===== config.mk =====
export PLATFORM = sky130hd
export DESIGN_NAME = ecc_telemetry_collector
export DESIGN_NICKNAME = d
export VERILOG_FILES = /design/src/rtl/ecc_telemetry_collector.sv
export SDC_FILE = /design/constraint.sdc
export NUM_CORES = 1
export LEC_CHECK = 0
export BUFFER_PORTS_ARGS = -buffer_cell sky130_fd_sc_hd__buf_2
export CAP_MARGIN = 20
export CORE_UTILIZATION = 55
export CTS_BUF_LIST = sky130_fd_sc_hd__clkbuf_16
export DETAILED_ROUTE_END_ITERATION = 8
export PLACE_DENSITY = 0.8
export REMOVE_ABC_BUFFERS = 1
export SYNTH_ARGS = -nofsm -noshare
export SYNTH_HDL_FRONTEND = slang
export SYNTH_SLANG_ARGS = --single-unit

===== constraint.sdc =====
create_clock -name clk -period 5.2 [get_ports clk]
set_input_delay 0.26 -clock clk [delete_from_list [all_inputs] [get_ports clk]]
set_output_delay 0.26 -clock clk [all_outputs]
set_load 0.1 [all_outputs]

===== src/rtl/ecc_telemetry_collector.sv =====
// ECC telemetry collector: timestamped event FIFO, saturating totals, windowed SBE-rate and stuck-syndrome alarms.
// Optional DBE alarm output is enabled by defining ECC_TELEM_DBE_ALARM_EN.
module ecc_telemetry_collector #(
  parameter int ECC_WIDTH     = 8,
  parameter int CNT_WIDTH     = 16,
  parameter int TS_WIDTH      = 16,
  parameter int FIFO_DEPTH    = 8,
  parameter int WINDOW_CYCLES = 1024,
  parameter int SBE_THRESH    = 16,
  parameter int REPEAT_THRESH = 4
) (
  input  logic                 clk,
  input  logic                 rst_n,
  input  logic [ECC_WIDTH-1:0] ml_syndrome,
  input  logic                 ml_err_sbe,
  input  logic                 ml_err_dbe,
  output logic                 evt_valid,
  input  logic                 evt_ready,
  output logic [ECC_WIDTH-1:0] evt_syndrome,
  output logic                 evt_is_dbe,
  output logic [TS_WIDTH-1:0]  evt_timestamp,
  output logic [CNT_WIDTH-1:0] sbe_total,
  output logic [CNT_WIDTH-1:0] dbe_total,
  output logic [CNT_WIDTH-1:0] win_sbe_count,
  output logic                 alarm_rate,
  output logic                 alarm_stuck,
  output logic                 fifo_overflow,
`ifdef ECC_TELEM_DBE_ALARM_EN
  output logic                 alarm_dbe,
`endif
  input  logic                 alarm_clr
);

  localparam int AW = $clog2(FIFO_DEPTH);
  localparam int WW = $clog2(WINDOW_CYCLES);
  localparam int RW = $clog2(REPEAT_THRESH + 1);
  localparam logic [WW-1:0]        WIN_LAST = WW'(WINDOW_CYCLES - 1);
  localparam logic [CNT_WIDTH-1:0] RATE_PRE = CNT_WIDTH'(SBE_THRESH - 1);
  localparam logic [RW-1:0]        REP_MAX  = RW'(REPEAT_THRESH);
  localparam logic [RW-1:0]        REP_PRE  = RW'(REPEAT_THRESH - 1);

  logic [ECC_WIDTH-1:0]  r_mem_syn [FIFO_DEPTH];
  logic [TS_WIDTH-1:0]   r_mem_ts  [FIFO_DEPTH];
  logic [FIFO_DEPTH-1:0] r_mem_dbe;
  logic [AW:0]           r_wr_ptr, r_rd_ptr;
  logic [TS_WIDTH-1:0]   r_ts;
  logic [WW-1:0]         r_win_pos;
  logic [CNT_WIDTH-1:0]  r_sbe_total, r_dbe_total, r_win_cnt;
  logic [ECC_WIDTH-1:0]  r_last_syn;
  logic [RW-1:0]         r_rep_cnt;
  logic                  r_alarm_rate, r_alarm_stuck, r_overflow;

  logic w_sbe, w_dbe, w_event, w_empty, w_full, w_pop, w_push;
  logic w_wrap, w_same_syn, w_rate_set, w_stuck_set, w_ovf_set;

  // Both flags high is classified as a DBE only.
  assign w_dbe   = ml_err_dbe;
  assign w_sbe   = ml_err_sbe & ~ml_err_dbe;
  assign w_event = w_sbe | w_dbe;

  assign w_empty = (r_wr_ptr == r_rd_ptr);
  assign w_full  = (r_wr_ptr[AW] != r_rd_ptr[AW]) && (r_wr_ptr[AW-1:0] == r_rd_ptr[AW-1:0]);
  assign w_pop   = ~w_empty & evt_ready;
  assign w_push  = w_event & (~w_full | w_pop);
  assign w_ovf_set = w_event & w_full & ~w_pop;

  assign w_wrap      = (r_win_pos == WIN_LAST);
  assign w_same_syn  = (ml_syndrome == r_last_syn);
  assign w_rate_set  = w_sbe && (r_win_cnt == RATE_PRE);
  assign w_stuck_set = w_sbe && w_same_syn && (r_rep_cnt == REP_PRE);

  // Head fields are masked while empty so stale storage never reaches the outputs.
  assign evt_valid     = ~w_empty;
  assign evt_syndrome  = w_empty ? '0 : r_mem_syn[r_rd_ptr[AW-1:0]];
  assign evt_is_dbe    = w_empty ? 1'b0 : r_mem_dbe[r_rd_ptr[AW-1:0]];
  assign evt_timestamp = w_empty ? '0 : r_mem_ts[r_rd_ptr[AW-1:0]];
  assign sbe_total     = r_sbe_total;
  assign dbe_total     = r_dbe_total;
  assign win_sbe_count = r_win_cnt;
  assign alarm_rate    = r_alarm_rate;
  assign alarm_stuck   = r_alarm_stuck;
  assign fifo_overflow = r_overflow;

  always_ff @(posedge clk) begin
    if (w_push) begin
      r_mem_syn[r_wr_ptr[AW-1:0]] <= ml_syndrome;
      r_mem_ts[r_wr_ptr[AW-1:0]]  <= r_ts;
      r_mem_dbe[r_wr_ptr[AW-1:0]] <= w_dbe;
    end
  end

  always_ff @(posedge clk or negedge rst_n) begin
    if (!rst_n) begin
      r_wr_ptr      <= '0;
      r_rd_ptr      <= '0;
      r_ts          <= '0;
      r_win_pos     <= '0;
      r_sbe_total   <= '0;
      r_dbe_total   <= '0;
      r_win_cnt     <= '0;
      r_last_syn    <= '0;
      r_rep_cnt     <= '0;
      r_alarm_rate  <= 1'b0;
      r_alarm_stuck <= 1'b0;
      r_overflow    <= 1'b0;
    end else begin
      r_ts <= r_ts + 1'b1;
      if (w_push) r_wr_ptr <= r_wr_ptr + 1'b1;
      if (w_pop)  r_rd_ptr <= r_rd_ptr + 1'b1;

      if (w_sbe && (r_sbe_total != '1)) r_sbe_total <= r_sbe_total + 1'b1;
      if (w_dbe && (r_dbe_total != '1)) r_dbe_total <= r_dbe_total + 1'b1;

      // An SBE in the wrap cycle is counted toward the closing window's alarm only.
      r_win_pos <= w_wrap ? '0 : r_win_pos + 1'b1;
      if (w_wrap)                             r_win_cnt <= '0;
      else if (w_sbe && (r_win_cnt != '1))    r_win_cnt <= r_win_cnt + 1'b1;

      if (w_dbe) begin
        r_rep_cnt <= '0;
      end else if (w_sbe) begin
        if (!w_same_syn) begin
          r_last_syn <= ml_syndrome;
          r_rep_cnt  <= RW'(1);
        end else if (r_rep_cnt != REP_MAX) begin
          r_rep_cnt <= r_rep_cnt + 1'b1;
        end
      end

      r_alarm_rate  <= w_rate_set  | (r_alarm_rate  & ~alarm_clr);
      r_alarm_stuck <= w_stuck_set | (r_alarm_stuck & ~alarm_clr);
      r_overflow    <= w_ovf_set   | (r_overflow    & ~alarm_clr);
    end
  end

`ifdef ECC_TELEM_DBE_ALARM_EN
  logic r_alarm_dbe;
  assign alarm_dbe = r_alarm_dbe;
  always_ff @(posedge clk or negedge rst_n) begin
    if (!rst_n) r_alarm_dbe <= 1'b0;
    else        r_alarm_dbe <= w_dbe | (r_alarm_dbe & ~alarm_clr);
  end
`endif

endmodule


==> impl_metrics.env, run 1 <==
export IMPL_outcome="finished, final reports clean"
export IMPL_crit_buf_inv=3
export IMPL_min_path_type="in -> reg"
export IMPL_hold_buffers=2
export IMPL_grt_first_pass_wirelength_um=36920
export IMPL_overflow=0
export IMPL_cts_root_buf="clkbuf_16"
export IMPL_clock_sinks=296
export IMPL_drt_first_pass_iters=4
export IMPL_die_x_um=150.9
export IMPL_cts_setup_buffers=0
export IMPL_vias=6809
export IMPL_ys_flop_type="edfxtp_1"
export IMPL_fin_crit_sh=0.6529
export IMPL_dp_hpwl_um=14690
export IMPL_area_growth_syn_to_layout_pct=14.10
export IMPL_cp_slowest_cell="dfrtp_2"
export IMPL_synthDominantCellAreaShare=0.4925
export IMPL_drt_iter0_drc=466
export IMPL_port_buffers=90
export IMPL_netlist_instances=755
export IMPL_crit_path_start_kind="flop"
export IMPL_numCtsBuffers=28
export IMPL_drive_gt1_frac=0.2568
export IMPL_antenna_cells=0
export IMPL_cap_violations=0
export IMPL_wl_um=22890
export IMPL_path_clk_slew_ns=0.06
export IMPL_clk_path_buf_depth=3
export IMPL_yosysMostFrequentCell="edfxtp_1"
export IMPL_insertion_delay_ns=0.56
export IMPL_core_area_um2=21760
export IMPL_ys_seq_area_frac=0.6895
export IMPL_cts_resized=0
export IMPL_finalSetupViolations=0
export IMPL_final_max_slew_viol_count=0
export IMPL_fp_row_count=54
export IMPL_critPathTopFamily="flip-flops"
export IMPL_nNetsFinal=890
export IMPL_cpPeakStageDelay_ns=0.98
export IMPL_async_flop_share=0.3243
export IMPL_routabilityCongestion=0.8034
export IMPL_cp_required_ns=4.94
export IMPL_antenna_found_initial=0
export IMPL_track_usage=0.2132
export IMPL_io_pins=91
export IMPL_initial_core_util=0.5605
export IMPL_drc=0
export IMPL_grt_pass1_vias=6887
export IMPL_crit_chain="xnor2_1, nand3_1, nor2b_2, buf_4, inv_1, buf_2"
export IMPL_synth_cell_type_count=45
export IMPL_ant_nets=0
export IMPL_synth_seq_cells=296
export IMPL_cts_tree="built"
export IMPL_vias_per_cell=5.830
export IMPL_slew_headroom=0.3610
export IMPL_synth_area_um2=12190
export IMPL_hold_viol=0
export IMPL_crit_arrival_ns=3.14
export IMPL_tightest_slew_ns=0.9533
export IMPL_yosys_area_top_type="edfxtp_1"
export IMPL_wl_per_cell_um=19.60
export IMPL_die_area_um2=22770
export IMPL_synth_common_cells="200 x edfxtp_1, 96 x dfrtp_1, 65 x nor2_1, 51 x xnor2_1, 50 x mux4_2"
export IMPL_crit_path_end_kind="primary output"
export IMPL_crit_type="reg -> out"
export IMPL_skew_ns=0.02448
export IMPL_tns_ns=0
export IMPL_grt_max_degree=54
export IMPL_synth_warnings=0
export IMPL_die_h_um=150.9
export IMPL_cp_max_fo=28
export IMPL_max_freq_mhz=294.5
export IMPL_avgSynthCellArea_um2=16.15
export IMPL_fill_cells=1529
export IMPL_synth_area_top_cells="edfxtp_1 49%, dfrtp_1 20%, mux4_2 9.2%"
export IMPL_min_period_ns=3.395
export IMPL_cts_max_level=1
export IMPL_synth_edf_count=200
export IMPL_rsz0062_at_grt="no"
-- cell usage in the layout (no fill, tap or decap), types with 3 or more instances in the layout --
| master | instances |
|---|---|
| edfxtp_1 | 200 |
| dfrtp_1 | 93 |
| buf_2 | 89 |
| nor2_1 | 59 |
| xnor2_1 | 51 |
| mux4_2 | 50 |
| nand3_1 | 38 |
| nand2_1 | 34 |
| clkbuf_16 | 28 |
| mux2i_1 | 25 |
| xor2_1 | 20 |
| nand4_1 | 19 |
| and3_1 | 16 |
| mux2_2 | 15 |
| inv_1 | 14 |
| buf_4 | 14 |
| o21ai_0 | 10 |
| ha_1 | 10 |
| nor4_1 | 9 |
| nor2_2 | 7 |
| clkinv_1 | 7 |
| nor3_1 | 6 |
| and4_1 | 6 |
| a21oi_1 | 6 |
| clkinv_2 | 6 |
| nand2b_1 | 5 |
| o31ai_1 | 5 |
| or3_1 | 4 |
| and2_1 | 3 |
| or4_1 | 3 |
| o211ai_1 | 3 |
| clkinvlp_2 | 3 |
-- metal layers --
metal  share of wire  vias up  global-route usage
li1                -     3104                   -
met1            0.43     3442              0.2908
met2            0.49      224              0.3544
met3           0.057       39             0.03916
met4           0.024        0             0.05800
met5               0        -                   0
-- path summary, 6_finish.rpt --
path	start	endpoint	slack, ns	depth (start not counted)
max in group asynchronous	rst_n	r_rd_ptr[0]	3.77	3
hold / removal	ml_syndrome[5]	r_mem_syn[6][5]	0.03	1
setup reg to reg	r_rd_ptr[2]	r_mem_syn[2][2]	1.91	6
min in group asynchronous	rst_n	dbe_total[2]	0.30	2
hold reg to reg	r_win_pos[0]	r_win_pos[0]	0.49	1
setup / recovery	r_rd_ptr[2]	evt_valid	1.80	6
-- worst reg2reg max path: stages, from the launching register on --
cell	delay, ns
dfrtp_2	0.98
xnor2_1	0.18
nand3_1	0.20
nor3_1	0.10
or3_1	0.48
nor2_2	0.67
buf_4	0.36
-- state kept, by name (all words and copies together), names as in the netlist, 3 cells and up --
name and count:
sbe_total 16, r_rd_ptr 4, r_rep_cnt 3, r_mem_ts 128, r_wr_ptr 4, dbe_total 16, r_ts 16, r_win_pos 10
r_mem_dbe 8, r_mem_syn 64, r_last_syn 8, win_sbe_count 16
-- area by class of cell --
| cell class | count | area [um2] | area share |
|---|---|---|---|
| clock buffer | 28 | 700.7 | 0.05036 |
| clock inverter | 24 | 180.2 | 0.01295 |
| inverter | 9 | 33.78 | 0.002428 |
| multi-input combinational | 426 | 3664 | 0.2633 |
| sequential | 296 | 8414 | 0.6048 |
| tap | 280 | 350.3 | 0.02518 |
| timing repair buffer | 105 | 570.5 | 0.04101 |
-- per-stage QoR --
stage | utilization | instance area, um2 | instances | hold WS [ns] | setup slack [ns]
floorplan | - | 12080 | 731 | -0.03559 | 0.01149
global placement | 0.5981 | 13010 | 1114 | 0.3352 | 2.040
detailed placement | 0.5981 | 13010 | 1114 | 0.3452 | 1.907
CTS | 0.6395 | 13910 | 1168 | 0.02689 | 1.784
global route | 0.6395 | 13910 | 1168 | 0.03543 | 1.617
finish | 0.6395 | 13910 | 1168 | 0.03195 | 1.805
-- cell families (layout without fill, tap and decap cells) --
logic type	after synthesis	count (layout)	share of synthesized area
XOR/XNOR	71	71	0.05100
flip-flops	296	296	0.6895
multiplexers	90	90	0.1267
buffers and inverters	33	166	0.01231
AND/OR/NAND/NOR	222	222	0.09296
AO/OA/AOI/OAI	33	33	0.01724
adder cells (fa/ha/maj)	10	10	0.01026
Power of run 1 is not shown: default switching activity piles up to over one toggle a cycle in this logic, so the estimate is an artifact.
==> inputs of run 2 (changes only) <==
--- a/config.mk
+++ b/config.mk
@@ -5,6 +5,7 @@
 export SDC_FILE = /design/constraint.sdc
 export NUM_CORES = 1
 export LEC_CHECK = 0
+export ABC_AREA = 1
 export BUFFER_PORTS_ARGS = -buffer_cell sky130_fd_sc_hd__buf_2
 export CAP_MARGIN = 20
 export CORE_UTILIZATION = 55
==> constraint.sdc (replaced) <==
create_clock -name clk -period 3.2 [get_ports clk]
set_input_delay 0.16 -clock clk [delete_from_list [all_inputs] [get_ports clk]]
set_output_delay 0.16 -clock clk [all_outputs]
set_load 0.1 [all_outputs]
==> run 2 against run 1 <==
Net effect: final cell count increased by 46%; largest cell class unchanged; critical path depth unchanged; sequential share of layout area decreased by 6.0 points; wire length increased by 25%; die area increased by 6.7%; sequential cell count unchanged; via count increased by 39%; register-to-register slack got worse by 1.3 ns; clock-buffer cell count increased by 3; worst setup slack got worse by 1.6 ns; worst hold slack improved by 0.15 ns; utilization increased by 3.4 points.
==> impl_metrics.env, run 2 <==
export IMPL_outcome="finished, final reports clean"
export IMPL_ant_nets=0
export IMPL_track_usage=0.2435
export IMPL_insertion_delay_ns=0.55
export IMPL_cap_violations=0
export IMPL_min_path_type="in -> async"
export IMPL_drt_first_pass_iters=5
export IMPL_netlist_instances=1254
export IMPL_numCtsBuffers=29
export IMPL_synthDominantCellAreaShare=0.4613
export IMPL_tightest_slew_ns=0.8639
export IMPL_slew_headroom=0.4241
export IMPL_vias_per_cell=5.567
export IMPL_routabilityCongestion=0.8785
export IMPL_dpl_worst_slack_ns=0.7298
export IMPL_grt_first_pass_wirelength_um=46440
export IMPL_cp_max_fo=69
export IMPL_wl_per_cell_um=16.82
export IMPL_synth_warnings=0
export IMPL_dp_hpwl_um=17280
export IMPL_synth_area_um2=13020
export IMPL_cts_max_level=1
export IMPL_hold_viol=0
export IMPL_synth_area_top_cells="edfxtp_1 46%, dfrtp_1 18%, nor2_1 6.7%"
export IMPL_synth_cell_type_count=35
export IMPL_antenna_cells=0
export IMPL_crit_type="reg -> out"
export IMPL_initial_core_util=0.5682
export IMPL_largest_reg_flops=128
export IMPL_vias=9464
export IMPL_finalSetupViolations=0
export IMPL_die_h_um=155.9
export IMPL_port_buffers=90
export IMPL_yosysMostFrequentCell="nor2_1"
export IMPL_drc=0
export IMPL_wl_um=28600
export IMPL_critPathMostFrequentCell="o21ai_0"
export IMPL_final_common_cell="nor2_1"
export IMPL_final_max_slew_viol_count=0
export IMPL_area_growth_syn_to_layout_pct=18.54
export IMPL_synth_seq_cells=296
export IMPL_crit_path_start_kind="flop"
export IMPL_crit_path_end_kind="primary output"
export IMPL_cp_required_ns=3.04
export IMPL_critPathTopFamily="compound AO/OA/AOI/OAI gates"
export IMPL_avgSynthCellArea_um2=10.38
export IMPL_clk_path_buf_depth=3
export IMPL_worst_slack_ns=0.2294
export IMPL_cts_root_buf="clkbuf_16"
export IMPL_skew_ns=0.006816
export IMPL_die_x_um=155.9
export IMPL_path_clk_slew_ns=0.06
export IMPL_cpPeakStageDelay_ns=0.64
export IMPL_grt_pass1_vias=9184
export IMPL_max_freq_mhz=336.6
export IMPL_placed_cells=1633
export IMPL_fin_crit_sh=0.9283
export IMPL_antenna_found_initial=0
export IMPL_synth_common_cells="233 x nor2_1, 200 x edfxtp_1, 197 x nand2_1, 174 x o21ai_0, 96 x dfrtp_1"
export IMPL_cts_setup_buffers=0
export IMPL_yosys_area_top_type="edfxtp_1"
export IMPL_ys_flop_type="edfxtp_1"
export IMPL_drive_gt1_frac=0.1492
export IMPL_fp_row_count=55
export IMPL_rsz0062_at_grt="no"
export IMPL_cp_slowest_cell="buf_4"
export IMPL_min_period_ns=2.971
export IMPL_async_flop_share=0.3243
export IMPL_grt_max_degree=70
export IMPL_nNetsFinal=1388
export IMPL_io_pins=91
export IMPL_synth_edf_count=200
export IMPL_final_cell_mix="231 x nor2_1, 200 x edfxtp_1, 197 x nand2_1"
export IMPL_clock_sinks=296
export IMPL_overflow=0
export IMPL_cts_tree="built"
export IMPL_crit_arrival_ns=2.81
export IMPL_drt_iter0_drc=746
export IMPL_crit_chain="buf_4, o21ai_0, o21ai_0, o21ai_0, a31oi_1, buf_12"
export IMPL_final_instance_count_excl_fill=1700
export IMPL_crit_buf_inv=2
export IMPL_core_area_um2=22920
export IMPL_die_area_um2=24290
export IMPL_ys_seq_area_frac=0.6458
## run 2: cell count changes after synthesis, moves of 15 or more
cell      before  now
nand2_1       34  197
mux2i_1       25    0
xor2_1        20   41
a31oi_1        2   26
inv_1          9   77
xnor2_1       51   16
and3_1        16    0
mux4_2        50    0
nor2_1        65  233
o21ai_0       10  174
mux2_2        15    0
clkbuf_1       8   23
## run 2: path summary, 6_finish.rpt
path | start | to | slack [ns] | depth (start not counted)
worst max register to register | r_rd_ptr[0] | r_mem_syn[7][4] | 0.66 | 7
worst max-delay path | r_rd_ptr[1] | evt_timestamp[9] | 0.23 | 6
worst min register to register | alarm_stuck | alarm_stuck | 0.49 | 2
worst min-delay path | rst_n | win_sbe_count[5] | 0.19 | 2
min in group clk | alarm_clr | alarm_stuck | 0.44 | 5
max in group asynchronous | rst_n | r_rd_ptr[0] | 2.31 | 3
## run 2: logic make-up after synthesis
kind of cell / share of synthesized area
AO/OA/AOI/OAI: 0.09110
XOR/XNOR: 0.03834
adder cells (fa/ha/maj): 0.009610
buffers and inverters: 0.04209
flip-flops: 0.6458
AND/OR/NAND/NOR: 0.1731
## run 2: worst register-to-register path, stage by stage, from the launching register on
cell     delay (ns)
dfrtp_2        0.73
xnor2_1        0.16
nand2_1        0.09
nor2_1         0.05
nand2_1        0.13
nand2_1        0.33
nor2_2         0.50
buf_12         0.25
## run 2: area by class of cell
type,instances,area [um2]
Sequential cell,296,8411
Fill cell,1628,7482
Multi-Input combinational cell,827,4099
Timing Repair Buffer,127,1167
Clock buffer,31,775.7
Tap cell,313,391.6
Inverter,83,314.1
Clock inverter,23,275.3
## run 2: per-layer routing
metal,part of all wire,global-route usage
met1,0.40,0.3234
met2,0.49,0.4092
met3,0.073,0.03278
met4,0.031,0.09290
met5,0,0
## run 2: repair_timing
item,in CTS,in global routing
hold buffers,13,0
resized for setup,0,3
setup endpoints to repair,0,2
hold endpoints to repair,135,0
## run 2: through the flow
stage               area, um2  setup TNS, ns  hold WS [ns]    util
global placement        14250              0        0.2460  0.6217
global route            15430              0        0.2679  0.6735
CTS                     15430              0        0.2177  0.6732
floorplan               12780        -288.58       -0.1356       -
detailed placement      14250              0        0.2473  0.6217
finish                  15430              0        0.1851  0.6735
Power of run 2 is left out for the same reason.
